<file path="config.mk">
export PLATFORM = sky130hd
export DESIGN_NAME = phy_mdio_init
export DESIGN_NICKNAME = d
export VERILOG_FILES = /design/src/rtl/phy_mdio_init.sv
export SDC_FILE = /design/constraint.sdc
export NUM_CORES = 1
export LEC_CHECK = 0
export BUFFER_PORTS_ARGS = -buffer_cell sky130_fd_sc_hd__buf_2
export CAP_MARGIN = 20
export CORE_ASPECT_RATIO = 1.25
export CORE_MARGIN = 5
export CORE_UTILIZATION = 56
export DETAILED_ROUTE_END_ITERATION = 7
export GPL_TIMING_DRIVEN = 0
export PLACE_DENSITY = 0.73
export REMOVE_ABC_BUFFERS = 1
export SYNTH_ARGS = -nofsm -noshare
export SYNTH_HDL_FRONTEND = slang
export SYNTH_SLANG_ARGS = --single-unit
</file>
<file path="constraint.sdc">
create_clock -name clock -period 3.7 [get_ports clock]
set_clock_uncertainty 0.05 [all_clocks]
set_input_delay 0 -clock clock [delete_from_list [all_inputs] [get_ports clock]]
set_output_delay 0 -clock clock [all_outputs]
set_load 0.02 [all_outputs]
</file>
<file path="src/rtl/phy_mdio_init.sv">
// phy_mdio_init: power-up sequencer for the RGMII Ethernet PHY.
// It holds the PHY in reset, waits for it to settle, then writes a fixed table of clause-22
// MDIO registers over a write-only bit-banged MDC/MDIO pair. It then raises phy_init_done.
//
// Ports:
//   clock          system clock, rising edge
//   resetn         synchronous active-low reset
//   restart        single-cycle pulse; reruns the whole sequence (honoured only in DONE)
//   phy_resetn     PHY hardware reset, active-low (registered)
//   mdio_scl       MDC (registered)
//   mdio_sda       MDIO data, always driven (registered)
//   phy_init_done  high once every table write has completed (registered)
module phy_mdio_init #(
    parameter int unsigned CLK_DIV           = 5,
    parameter int unsigned RESET_CYCLES      = 250000,
    parameter int unsigned POST_RESET_CYCLES = 250000,
    parameter logic [4:0]  PHY_ADDR          = 5'd0,
    parameter int unsigned NUM_WRITES        = 2,
    // Entry i is {regad[4:0], data[15:0]} at bits [21*i +: 21]
    parameter logic [(NUM_WRITES > 0 ? 21*NUM_WRITES : 21)-1:0] WRITE_TABLE =
        {5'h18, 16'hF1E7, 5'h1C, 16'h8C00}
) (
    input  logic clock,
    input  logic resetn,
    input  logic restart,
    output logic phy_resetn,
    output logic mdio_scl,
    output logic mdio_sda,
    output logic phy_init_done
);

    // The delay counter also times the inter-frame gap, so it must hold 2*CLK_DIV too.
    localparam int unsigned MaxDelay0 =
        (RESET_CYCLES > POST_RESET_CYCLES) ? RESET_CYCLES : POST_RESET_CYCLES;
    localparam int unsigned MaxDelay = (MaxDelay0 > 2*CLK_DIV) ? MaxDelay0 : 2*CLK_DIV;
    localparam int unsigned DW = $clog2(MaxDelay + 1);

    typedef enum logic [2:0] {StHold, StSettle, StFrame, StGap, StDone} state_e;

    state_e        state_q, state_d;
    logic [DW-1:0] cnt_q, cnt_d;
    logic [7:0]    phase_q, phase_d;
    logic [5:0]    bit_q, bit_d;
    logic [3:0]    idx_q, idx_d;
    logic          scl_q, scl_d;
    logic          sda_q, sda_d;
    logic          rstn_q, rstn_d;
    logic          done_q, done_d;

    logic [20:0]   entry;
    logic [63:0]   frame;
    logic [5:0]    bit_nxt;

    always_comb begin
        entry = '0;
        for (int i = 0; i < NUM_WRITES; i++) begin
            if (idx_q == i[3:0]) entry = WRITE_TABLE[21*i +: 21];
        end
    end

    assign frame   = {32'hFFFF_FFFF, 2'b01, 2'b01, PHY_ADDR, entry[20:16], 2'b10, entry[15:0]};
    assign bit_nxt = bit_q + 6'd1;

    always_ff @(posedge clock) begin
        if (!resetn) begin
            state_q <= StHold;
            cnt_q   <= '0;
            phase_q <= '0;
            bit_q   <= '0;
            idx_q   <= '0;
            scl_q   <= 1'b0;
            sda_q   <= 1'b1;
            rstn_q  <= 1'b0;
            done_q  <= 1'b0;
        end else begin
            state_q <= state_d;
            cnt_q   <= cnt_d;
            phase_q <= phase_d;
            bit_q   <= bit_d;
            idx_q   <= idx_d;
            scl_q   <= scl_d;
            sda_q   <= sda_d;
            rstn_q  <= rstn_d;
            done_q  <= done_d;
        end
    end

    always_comb begin
        state_d = state_q;
        cnt_d   = cnt_q;
        phase_d = phase_q;
        bit_d   = bit_q;
        idx_d   = idx_q;
        scl_d   = scl_q;
        sda_d   = sda_q;
        rstn_d  = rstn_q;
        done_d  = done_q;
        unique case (state_q)
            StHold: begin
                rstn_d = 1'b0;
                cnt_d  = cnt_q + DW'(1);
                if (cnt_q == DW'(RESET_CYCLES)) begin
                    state_d = StSettle;
                    cnt_d   = '0;
                    rstn_d  = 1'b1;
                end
            end
            StSettle: begin
                cnt_d = cnt_q + DW'(1);
                if (cnt_q == DW'(POST_RESET_CYCLES - 1)) begin
                    cnt_d = '0;
                    idx_d = '0;
                    if (NUM_WRITES == 0) begin
                        state_d = StDone;
                        done_d  = 1'b1;
                    end else begin
                        state_d = StFrame;
                        phase_d = '0;
                        bit_d   = '0;
                        scl_d   = 1'b0;
                        sda_d   = 1'b1;  // first preamble bit
                    end
                end
            end
            StFrame: begin
                // Each half of a bit cell lasts CLK_DIV cycles; scl_q tells which half we are in.
                if (phase_q == 8'(CLK_DIV - 1)) begin
                    phase_d = '0;
                    if (!scl_q) begin
                        scl_d = 1'b1;
                    end else begin
                        scl_d = 1'b0;
                        if (bit_q == 6'd63) begin
                            state_d = StGap;
                            sda_d   = 1'b1;
                            cnt_d   = '0;
                        end else begin
                            bit_d = bit_nxt;
                            sda_d = frame[~bit_nxt];  // MSB-first: bit n is frame[63-n]
                        end
                    end
                end else begin
                    phase_d = phase_q + 8'd1;
                end
            end
            StGap: begin
                cnt_d = cnt_q + DW'(1);
                if (cnt_q == DW'(2*CLK_DIV - 1)) begin
                    cnt_d = '0;
                    idx_d = idx_q + 4'd1;
                    if (32'(idx_q) + 32'd1 < NUM_WRITES) begin
                        state_d = StFrame;
                        phase_d = '0;
                        bit_d   = '0;
                        sda_d   = 1'b1;
                    end else begin
                        state_d = StDone;
                        done_d  = 1'b1;
                    end
                end
            end
            StDone: begin
                if (restart) begin
                    state_d = StHold;
                    done_d  = 1'b0;
                    rstn_d  = 1'b0;
                    // The restart edge itself is the first held cycle, matching reset release.
                    cnt_d   = DW'(1);
                end
            end
            default: state_d = StHold;
        endcase
    end

    assign phy_resetn    = rstn_q;
    assign mdio_scl      = scl_q;
    assign mdio_sda      = sda_q;
    assign phy_init_done = done_q;

endmodule

</file>
==> metrics.csv, run 1 <==
stage,metric,value,unit
cts,CTS tree,done,
drt,via count,2485,
cts,cts hold-fix bufs,1,
run,max-cap viol count,0,
setup_path,"Req. time, crit path",3820,ps
setup_path,Register-to-Register Setup Slack,750,ps
synth,top-area cell type share of the netlist area,0.3179,
timing,Worst slew margin,0.4990,
floorplanning,die width,72.20,µm
synth,Mapped Cells,349,
cells_and_area,area delta synth->final,5.083,%
global_route,met2 Use GR,0.3612,
setup_path,CP Data Arrival Time,3070,ps
drt,Routed WL,5849,µm
drt,Antenna Nets Post-Route,0,
floorplanning,die height,87.74,µm
global_route,GR Util met1,0.2198,
timing,Max Slew Vio Count,0,
global_route,initial antenna violation count,0,
cells_and_area,cell area after layout,2845,µm²
setup_path,Critical Path Start,bit_q[0]$_SDFFE_PN0P_,
cts,CTS resizes,0,
setup_path,worst-path fanout max,16,
pwr,Clk pwr share,0.382,
synth,most common flop cell mapped by yosys,dfxtp_1,
cells_and_area,nets,362,
pwr,Lkg Pwr,1.076,nW
pwr,peak supply drop,201.5,µV
synth,most common library cells after synthesis,"nor2_1 (50), dfxtp_1 (43), nand2_1 (40), o21ai_0 (17), inv_1 (16)",
synth,largest area contributor in the netlist,dfxtp_1,
drt,starting DRC count in detailed routing,182,
timing,Slew @ Worst Pin,751.0,ps
timing,# setup viols final,0,
worst_hold_path,Hold WC Path Type,input port to flip-flop,
drt,Via density,6.076,
pwr,switching share of power,0.2228,
setup_path,type of origin of the critical path,flip-flop,
global_route,Overflow after GRT,0,
synth,most common cell in the netlist,nor2_1,
timing,final hold violation count,0,
setup_path,worst r2r src,bit_q[0]$_SDFFE_PN0P_,
synth,asr flop ratio synth,0,
worst_hold_path,Hold Path Origin,resetn,
placement,Placed Area,2748,µm²
global_route,GRT met3 Usage,0.03789,
drt,routed wire length per instance,14.30,µm
global_route,largest net degree at the start of global routing,22,
floorplanning,Die Footprint,6334,µm²
timing,final period demand of the worst path,2953,ps
placement,Placer Congestion,0.9050,
placement,port bufs,6,
drt,DRC Markers,0,
synth,sequential area share after synthesis,0.3179,
timing,f_max,0.3387,GHz
setup_path,Crit. End Element,flip-flop,
timing,total negative slack,0,ps
synth,number of flops mapped to enable cells by yosys,0,
cts,CTS Buf Count,5,
cts,CTS sink count,43,
cts,Post-CTS Setup Repair Bufs,0,
setup_path,Worst Setup EP,cnt_q[2]$_SDFFE_PN0P_,
placement,HPWL Detailed,4245,µm
cells_and_area,post-route insts no fill,409,
pwr,Tot Pwr,0.7963,mW
pwr,switching pwr,0.1774,mW
cts,clock-pin slew on the worst setup and hold paths,80,ps
setup_path,R2R Path End,cnt_q[2]$_SDFFE_PN0P_,
synth,#FFs+latches synth,43,
floorplanning,I/O pin count,7,
global_route,vias in the first global route,2314,
drt,drt first pass iters,4,
cells_and_area,n_diodes,0,
pwr,internal power,0.6189,mW
setup_path,Crit Path Category,flip-flop to flip-flop,
cells_and_area,fill count,450,
pwr,pwr dens,279.9,nW/µm²
synth,synth unique cells,66,
floorplanning,core area,4730,µm²
cts,maximum root-to-sink buffer count,2,
floorplanning,FP Rows,28,
timing,unrepaired setup endpoints after global routing,false,
cts,clk_lat worst skew,290,ps
setup_path,Reg2Reg Depth,6,
synth,"Warnings, synthesis",0,
global_route,first-pass GRT wire length,10180,µm
outcome,status,completed,
synth,synth top area cells,"dfxtp_1 (32%), nor2_1 (6.9%), nand2_1 (5.5%)",
synth,syn avg cell area,7.758,µm²
global_route,GRT Util Overall,0.1985,
timing,fin crit share,0.7980,
global_route,GRT Max-Usage Layer,met2,
cells_and_area,fraction of layout instances using a drive strength above 1,0.08596,
placement,placed insts,401,
cts,H-Tree Depth,2,
floorplanning,Initial Util,0.5725,
synth,Mapped Area,2708,µm²
pwr,sequential power share,0.590,
pwr,proportion of power drawn by combinational gates,0.028,
cts,CTS Root Cell,clkbuf_8,
[worst max-delay path: stages (launching register included)]
cell     delay, ps
dfxtp_1        620
ha_1           450
and4_1         310
nand4_1        280
a21oi_2        460
a41o_1         550
nor2_1         110
[cells in the final DEF (no fill, tap or decap), types with 6 or more instances in the layout]
cell type	n
a21oi_1	11
a31oi_1	7
and3_1	6
buf_2	6
clkbuf_8	6
dfxtp_1	43
ha_1	10
inv_1	16
nand2_1	40
nand3_1	15
nand4_1	11
nor2_1	50
nor3_1	11
o21ai_0	17
xor2_1	13
[power by group through the flow]
stage                     clock (mW)  sequential, mW  combinational (mW)
after global routing           0.333           0.470              0.0258
after floorplan                    0           0.479              0.0135
after global placement             0           0.480              0.0218
after CTS                      0.316           0.469              0.0229
final                          0.305           0.469              0.0223
after detailed placement           0           0.480              0.0221
[worst min path at each step]
stage | cells past startpoint | to | slack [ps]
floorplan | 1 | state_q[0]$_SDFFE_PN0P_ | 70
global placement | 4 | state_q[2]$_SDFFE_PN0P_ | 310
detailed placement | 4 | state_q[2]$_SDFFE_PN0P_ | 300
CTS | 2 | state_q[0]$_SDFFE_PN0P_ | 60
global route | 2 | idx_q[2]$_SDFFE_PN0P_ | 80
finish | 2 | state_q[0]$_SDFFE_PN0P_ | 60
[metal layers]
metal	vias to the layer above	routed length (µm)
li1	1263	-
met2	34	2936
met4	0	114
met1	1179	2644
met3	9	154
met5	-	0
[per-stage QoR]
stage                     setup WS, ps  hold slack, ps    util
after floorplan                   1344           67.69       -
after CTS                        726.6           60.94  0.6016
after detailed placement         736.4           304.0  0.5810
after global routing             451.2           78.87  0.6016
final                            747.5           59.21  0.6016
after global placement           785.0           307.3  0.5810
[registers in the layout, indices dropped and copies added, names as in the netlist]
name / flops
cnt_q: 18
phase_q: 8
bit_q: 6
idx_q: 4
state_q: 3
mdio_scl: 1
mdio_sda: 1
phy_init_done: 1
phy_resetn: 1
[kinds of logic (layout without fill, tap and decap cells)]
family,count (synthesis),after routing,share of synthesized area
compound gates,81,81,0.2158
xor+xnor,16,16,0.05176
fa+ha+maj,10,10,0.04621
buf+inv,30,30,0.04621
flops,43,43,0.3179
mux,3,3,0.01155
simple gates,166,166,0.3105
[layout make-up]
cell class	instances	area [µm²]	share of cell area
Clock buffer	6	82.58	0.02902
Tap cell	60	75.07	0.02639
Multi-Input combinational cell	276	1722	0.6051
Clock inverter	1	5.005	0.001759
Inverter	16	60.06	0.02111
Timing Repair Buffer	7	40.04	0.01407
Sequential cell	43	860.8	0.3026
(Power assumes the default switching activity.)
==> inputs of run 2 (changes only) <==
Clock period 3.7 ns to 3.05 ns, I/O delays scaled along.
==> run 2 against run 1 <==
Fmax grew 4.8%. Final cell count did not move. Global-route usage did not move. Sequential power is 22% higher. Worst setup slack lost 510 ps. Routed wire length rose by 0.38%. Clock power increased by 22%. Final area barely moved. First-iteration DRC count decreased by 9.9%. Count of clock-buffer cells in the layout unchanged. Non-clock buffer count unchanged. Critical path depth rose by 1. Critical path type unchanged.
==> metrics.csv, run 2 (synthesis gave the netlist of run 1 again) <==
stage,metric,value,unit
outcome,status,completed,
cells_and_area,Largest regs,"cnt_q: 18 flops, phase_q: 8 flops, bit_q: 6 flops",
cells_and_area,fraction of layout instances using a drive strength above 1,0.08883,
pwr,pwr dens,339.9,nW/µm²
timing,Slew @ Worst Pin,764.8,ps
floorplanning,FP Rows,28,
floorplanning,I/O pin count,7,
setup_path,cell family with most CP delay,simple AND/OR/NAND/NOR gates,
setup_path,CP Data Arrival Time,2990,ps
floorplanning,die height,87.74,µm
cells_and_area,n_diodes,0,
cells_and_area,cell area after layout,2846,µm²
cells_and_area,most frequent cells in the layout,"nor2_1 (50), dfxtp_1 (43), nand2_1 (40)",
drt,DRC Markers,0,
global_route,GRT Util Overall,0.1985,
setup_path,CP Cell Sequence,ha_1 > and4_1 > nand4_1 > a22oi_1 > o2111ai_1 > or3_1 > a21oi_1,
pwr,peak supply drop,244.5,µV
floorplanning,die width,72.20,µm
global_route,Overflow after GRT,0,
setup_path,Critical Path Start,bit_q[0]$_SDFFE_PN0P_,
pwr,Lkg Pwr,1.075,nW
drt,Routed WL,5871,µm
cts,clk_lat worst skew,300,ps
cts,clock-pin slew on the worst setup and hold paths,80,ps
floorplanning,Initial Util,0.5725,
drt,drt first pass iters,4,
setup_path,"Req. time, crit path",3230,ps
global_route,initial antenna violation count,0,
floorplanning,core area,4730,µm²
setup_path,Crit Path Category,flip-flop to flip-flop,
timing,Max Slew Vio Count,0,
placement,Placer Congestion,0.9050,
timing,final hold violation count,0,
timing,# setup viols final,0,
cts,CTS Buf Count,5,
timing,Worst slew margin,0.4899,
placement,HPWL Detailed,4245,µm
cts,CTS tree,done,
placement,port bufs,6,
drt,Via density,6.083,
setup_path,worst-path fanout max,16,
worst_hold_path,Hold WC Path Type,input port to flip-flop,
cells_and_area,nets,362,
setup_path,type of origin of the critical path,flip-flop,
global_route,first-pass GRT wire length,10180,µm
timing,fin crit share,0.9233,
cts,maximum root-to-sink buffer count,2,
cts,CTS Root Cell,clkbuf_8,
drt,routed wire length per instance,14.35,µm
run,max-cap viol count,0,
floorplanning,Die Footprint,6334,µm²
setup_path,CP max-delay cell,dfxtp_1,
drt,via count,2488,
timing,final period demand of the worst path,2816,ps
setup_path,CP bufs+invs,0,
cts,CTS sink count,43,
cells_and_area,area delta synth->final,5.129,%
drt,starting DRC count in detailed routing,164,
cells_and_area,final core occ,0.6019,
cells_and_area,Top reg by flops,cnt_q,
setup_path,max incr delay on CP,620,ps
placement,Setup WS pre-CTS,86.38,ps
cells_and_area,Largest register FFs,18,
drt,Antenna Nets Post-Route,0,
cts,Post-CTS Setup Repair Bufs,0,
timing,f_max,0.3551,GHz
worst_hold_path,Hold Path Origin,resetn,
global_route,vias in the first global route,2314,
setup_path,Crit. End Element,flip-flop,
cells_and_area,"most common cell after layout, fill and taps aside",nor2_1,
cts,H-Tree Depth,2,
timing,unrepaired setup endpoints after global routing,true,
setup_path,worst r2r src,bit_q[0]$_SDFFE_PN0P_,
placement,Placed Area,2748,µm²
timing,Hold Slack,57.34,ps
global_route,largest net degree at the start of global routing,22,
timing,total negative slack,0,ps
timing,Final WS setup,233.8,ps
==> run 2: metal layers <==
layer  GRT usage  vias to the layer above  routed length, µm
li1            -                     1264                  -
met3     0.03789                        9                145
met5           0                        -                  0
met2      0.3612                       27               2941
met4     0.09231                        0                113
met1      0.2198                     1188               2670
==> run 2: final timing paths <==
check                                     to  slack (ps)  depth (start not counted)
setup / recovery  phy_init_done$_SDFFE_PN0P_         230                          7
hold / removal       state_q[0]$_SDFFE_PN0P_          60                          2
setup reg to reg  phy_init_done$_SDFFE_PN0P_         230                          7
hold reg to reg   phy_init_done$_SDFFE_PN0P_         440                          2
==> run 2: power by group <==
part	internal, mW	total [mW]	switching [mW]	leakage, nW
logic	0.00897	0.0271	0.0181	0.681
registers	0.564	0.570	0.00542	0.347
clock network	0.178	0.371	0.193	0.0470
total	0.751	0.968	0.217	1.07
==> run 2: timing repair <==
action | in CTS | in global routing
resized for setup | 0 | 1
hold buffers | 1 | 0
setup endpoints to repair | 0 | 15
endpoints found under the hold margin | 1 | 0
==> run 2: cell type report <==
cell class              count  area (µm²)
clock inverters             1       5.005
inverters                  16       60.06
clock buffers               6       82.58
multi-input cells         276        1723
fillers                   451        1883
repair buffers              7       40.04
well taps                  60       75.07
flip-flops and latches     43       860.8
==> run 2: stage by stage <==
step | instances | power (mW)
after global routing | 409 | 1.006
after floorplan | 335 | 0.5976
final | 409 | 0.9676
after global placement | 401 | 0.6090
after CTS | 409 | 0.9803
after detailed placement | 401 | 0.6095
==> inputs of run 3 (changes only) <==
Settings changed: CELL_PAD_IN_SITES_DETAIL_PLACEMENT set to 1, CELL_PAD_IN_SITES_GLOBAL_PLACEMENT set to 1, CORE_UTILIZATION 56 to 28, PLACE_DENSITY 0.73 to not set, PLACE_DENSITY_LB_ADDON set to 0.1.
==> run 3 against run 2 <==
Non-clock buffer count unchanged. Routed wire length is 26% higher. Global-route usage down 6.9 points. Sequential share of layout area is 1.8 points lower. Sequential power about the same. Fmax is 2.9% higher. Clock power increased by 69%. Final area increased by 6.6%. Register-to-register slack improved by 80 ps. Worst setup slack improved by 79 ps. Critical endpoint is now state_q[2]$_SDFFE_PN0P_. Largest cell class unchanged.
==> metrics.csv, run 3 (synthesis gave the netlist of run 1 again) <==
stage,metric,value,unit
outcome,status,completed,
setup_path,CP Data Arrival Time,2900,ps
setup_path,R2R Path End,state_q[2]$_SDFFE_PN0P_,
drt,Antenna Nets Post-Route,0,
floorplanning,Die Footprint,11750,µm²
cts,clk_lat worst skew,290,ps
run,max-cap viol count,0,
timing,Worst slew margin,0.3624,
worst_hold_path,Hold WC Path Type,input port to flip-flop,
timing,# setup viols final,0,
cells_and_area,Largest register FFs,18,
floorplanning,I/O pin count,7,
timing,unrepaired setup endpoints after global routing,false,
setup_path,Worst Setup EP,state_q[2]$_SDFFE_PN0P_,
cells_and_area,Largest regs,"cnt_q: 18 flops, phase_q: 8 flops, bit_q: 6 flops",
setup_path,Crit Path Category,flip-flop to flip-flop,
pwr,Tot Pwr,1.227,mW
cts,CTS Root Cell,clkbuf_16,
timing,fin crit share,0.8974,
drt,via count,2470,
setup_path,worst-path fanout max,16,
cells_and_area,n_diodes,0,
cts,H-Tree Depth,2,
cells_and_area,Top reg by flops,cnt_q,
floorplanning,core area,9559,µm²
pwr,pwr dens,404.5,nW/µm²
floorplanning,die height,119.9,µm
timing,f_max,0.3654,GHz
setup_path,Reg2Reg Depth,7,
placement,HPWL Detailed,5460,µm
setup_path,"Req. time, crit path",3210,ps
setup_path,type of origin of the critical path,flip-flop,
cts,CTS tree,done,
timing,Slew @ Worst Pin,955.9,ps
floorplanning,FP Rows,40,
pwr,Lkg Pwr,1.113,nW
setup_path,Register-to-Register Setup Slack,310,ps
setup_path,worst r2r src,bit_q[0]$_SDFFE_PN0P_,
cells_and_area,area delta synth->final,12.06,%
setup_path,Crit. End Element,flip-flop,
global_route,initial antenna violation count,0,
drt,drt first pass iters,4,
drt,routed wire length per instance,15.58,µm
setup_path,Critical Path Start,bit_q[0]$_SDFFE_PN0P_,
global_route,GRT Util Overall,0.1298,
cts,CTS Buf Count,5,
global_route,vias in the first global route,2516,
drt,DRC Markers,0,
cts,maximum root-to-sink buffer count,2,
global_route,largest net degree at the start of global routing,22,
cells_and_area,register area,862.1,µm²
cts,clock-pin slew on the worst setup and hold paths,60,ps
timing,Max Slew Vio Count,0,
timing,Hold Slack,106.4,ps
floorplanning,Initial Util,0.2832,
floorplanning,die width,97.96,µm
global_route,first-pass GRT wire length,12540,µm
drt,starting DRC count in detailed routing,72,
cells_and_area,"most common cell after layout, fill and taps aside",nor2_1,
cts,Post-CTS Setup Repair Bufs,0,
cells_and_area,nets,362,
cts,CTS sink count,43,
timing,final hold violation count,0,
drt,Via density,5.189,
placement,port bufs,6,
placement,Placer Congestion,0.7748,
timing,final period demand of the worst path,2737,ps
cells_and_area,multi-input combinational cell area,1740,µm²
pwr,peak supply drop,172.9,µV
global_route,Overflow after GRT,0,
cells_and_area,fill count,1183,
drt,Routed WL,7414,µm
cells_and_area,fraction of layout instances using a drive strength above 1,0.09714,
cells_and_area,most frequent cells in the layout,"nor2_1 (50), dfxtp_1 (42), nand2_1 (40)",
## run 3: changes by cell type in the layout (fill, tap and decap cells not counted), sizes merged
cell and delta:
bufinv +1
## run 3: timing repair
item,in CTS,in global routing
hold buffers,1,0
gates resized for setup,1,4
hold endpoints to repair,1,0
setup endpoints to repair,15,18
## run 3: where the power goes
group | switching [mW] | leakage [nW] | internal [mW]
Clock | 0.221 | 0.0868 | 0.407
Sequential | 0.00554 | 0.347 | 0.565
Combinational | 0.0198 | 0.679 | 0.00909
Total | 0.246 | 1.11 | 0.981
## run 3: worst max-delay path, stage by stage, from the launching register on
cell and delay, ps:
dfxtp_2 490, ha_2 350, and4_1 300, nand4_1 370
a22oi_1 310, o2111ai_1 240, or3_1 420, a21oi_1 130
## run 3: worst min-delay path by stage
stage / from / end / depth (start not counted)
after global routing: resetn / state_q[0]$_SDFFE_PN0P_ / 2
after detailed placement: restart / state_q[2]$_SDFFE_PN0P_ / 4
after CTS: resetn / idx_q[2]$_SDFFE_PN0P_ / 2
final: resetn / idx_q[2]$_SDFFE_PN0P_ / 2
after floorplan: resetn / state_q[0]$_SDFFE_PN0P_ / 1
after global placement: restart / state_q[2]$_SDFFE_PN0P_ / 4
## run 3: layout make-up
class / instances / share of cell area
Multi-Input combinational cell: 276 / 0.5736
Timing Repair Buffer: 7 / 0.01320
Tap cell: 126 / 0.05196
Inverter: 16 / 0.01979
Clock inverter: 2 / 0.01155
Sequential cell: 43 / 0.2841
Clock buffer: 6 / 0.04577
## run 3: through the flow
step	setup TNS [ps]	util	std cells	setup WS, ps	area [µm²]
global placement	-1211	0.2961	467	-83.92	2830
finish	0	0.3174	476	313.1	3034
floorplan	0	-	335	694.1	2643
detailed placement	-1487	0.2961	467	-117.6	2830
global route	0	0.3174	476	102.7	3034
CTS	0	0.3154	476	36.90	3015
## run 3: layer usage
| metal | share of wire | GRT usage |
|---|---|---|
| met1 | 0.45 | 0.1517 |
| met2 | 0.52 | 0.2394 |
| met3 | 0.014 | 0.02209 |
| met4 | 0.015 | 0.03896 |
| met5 | 0 | 0 |
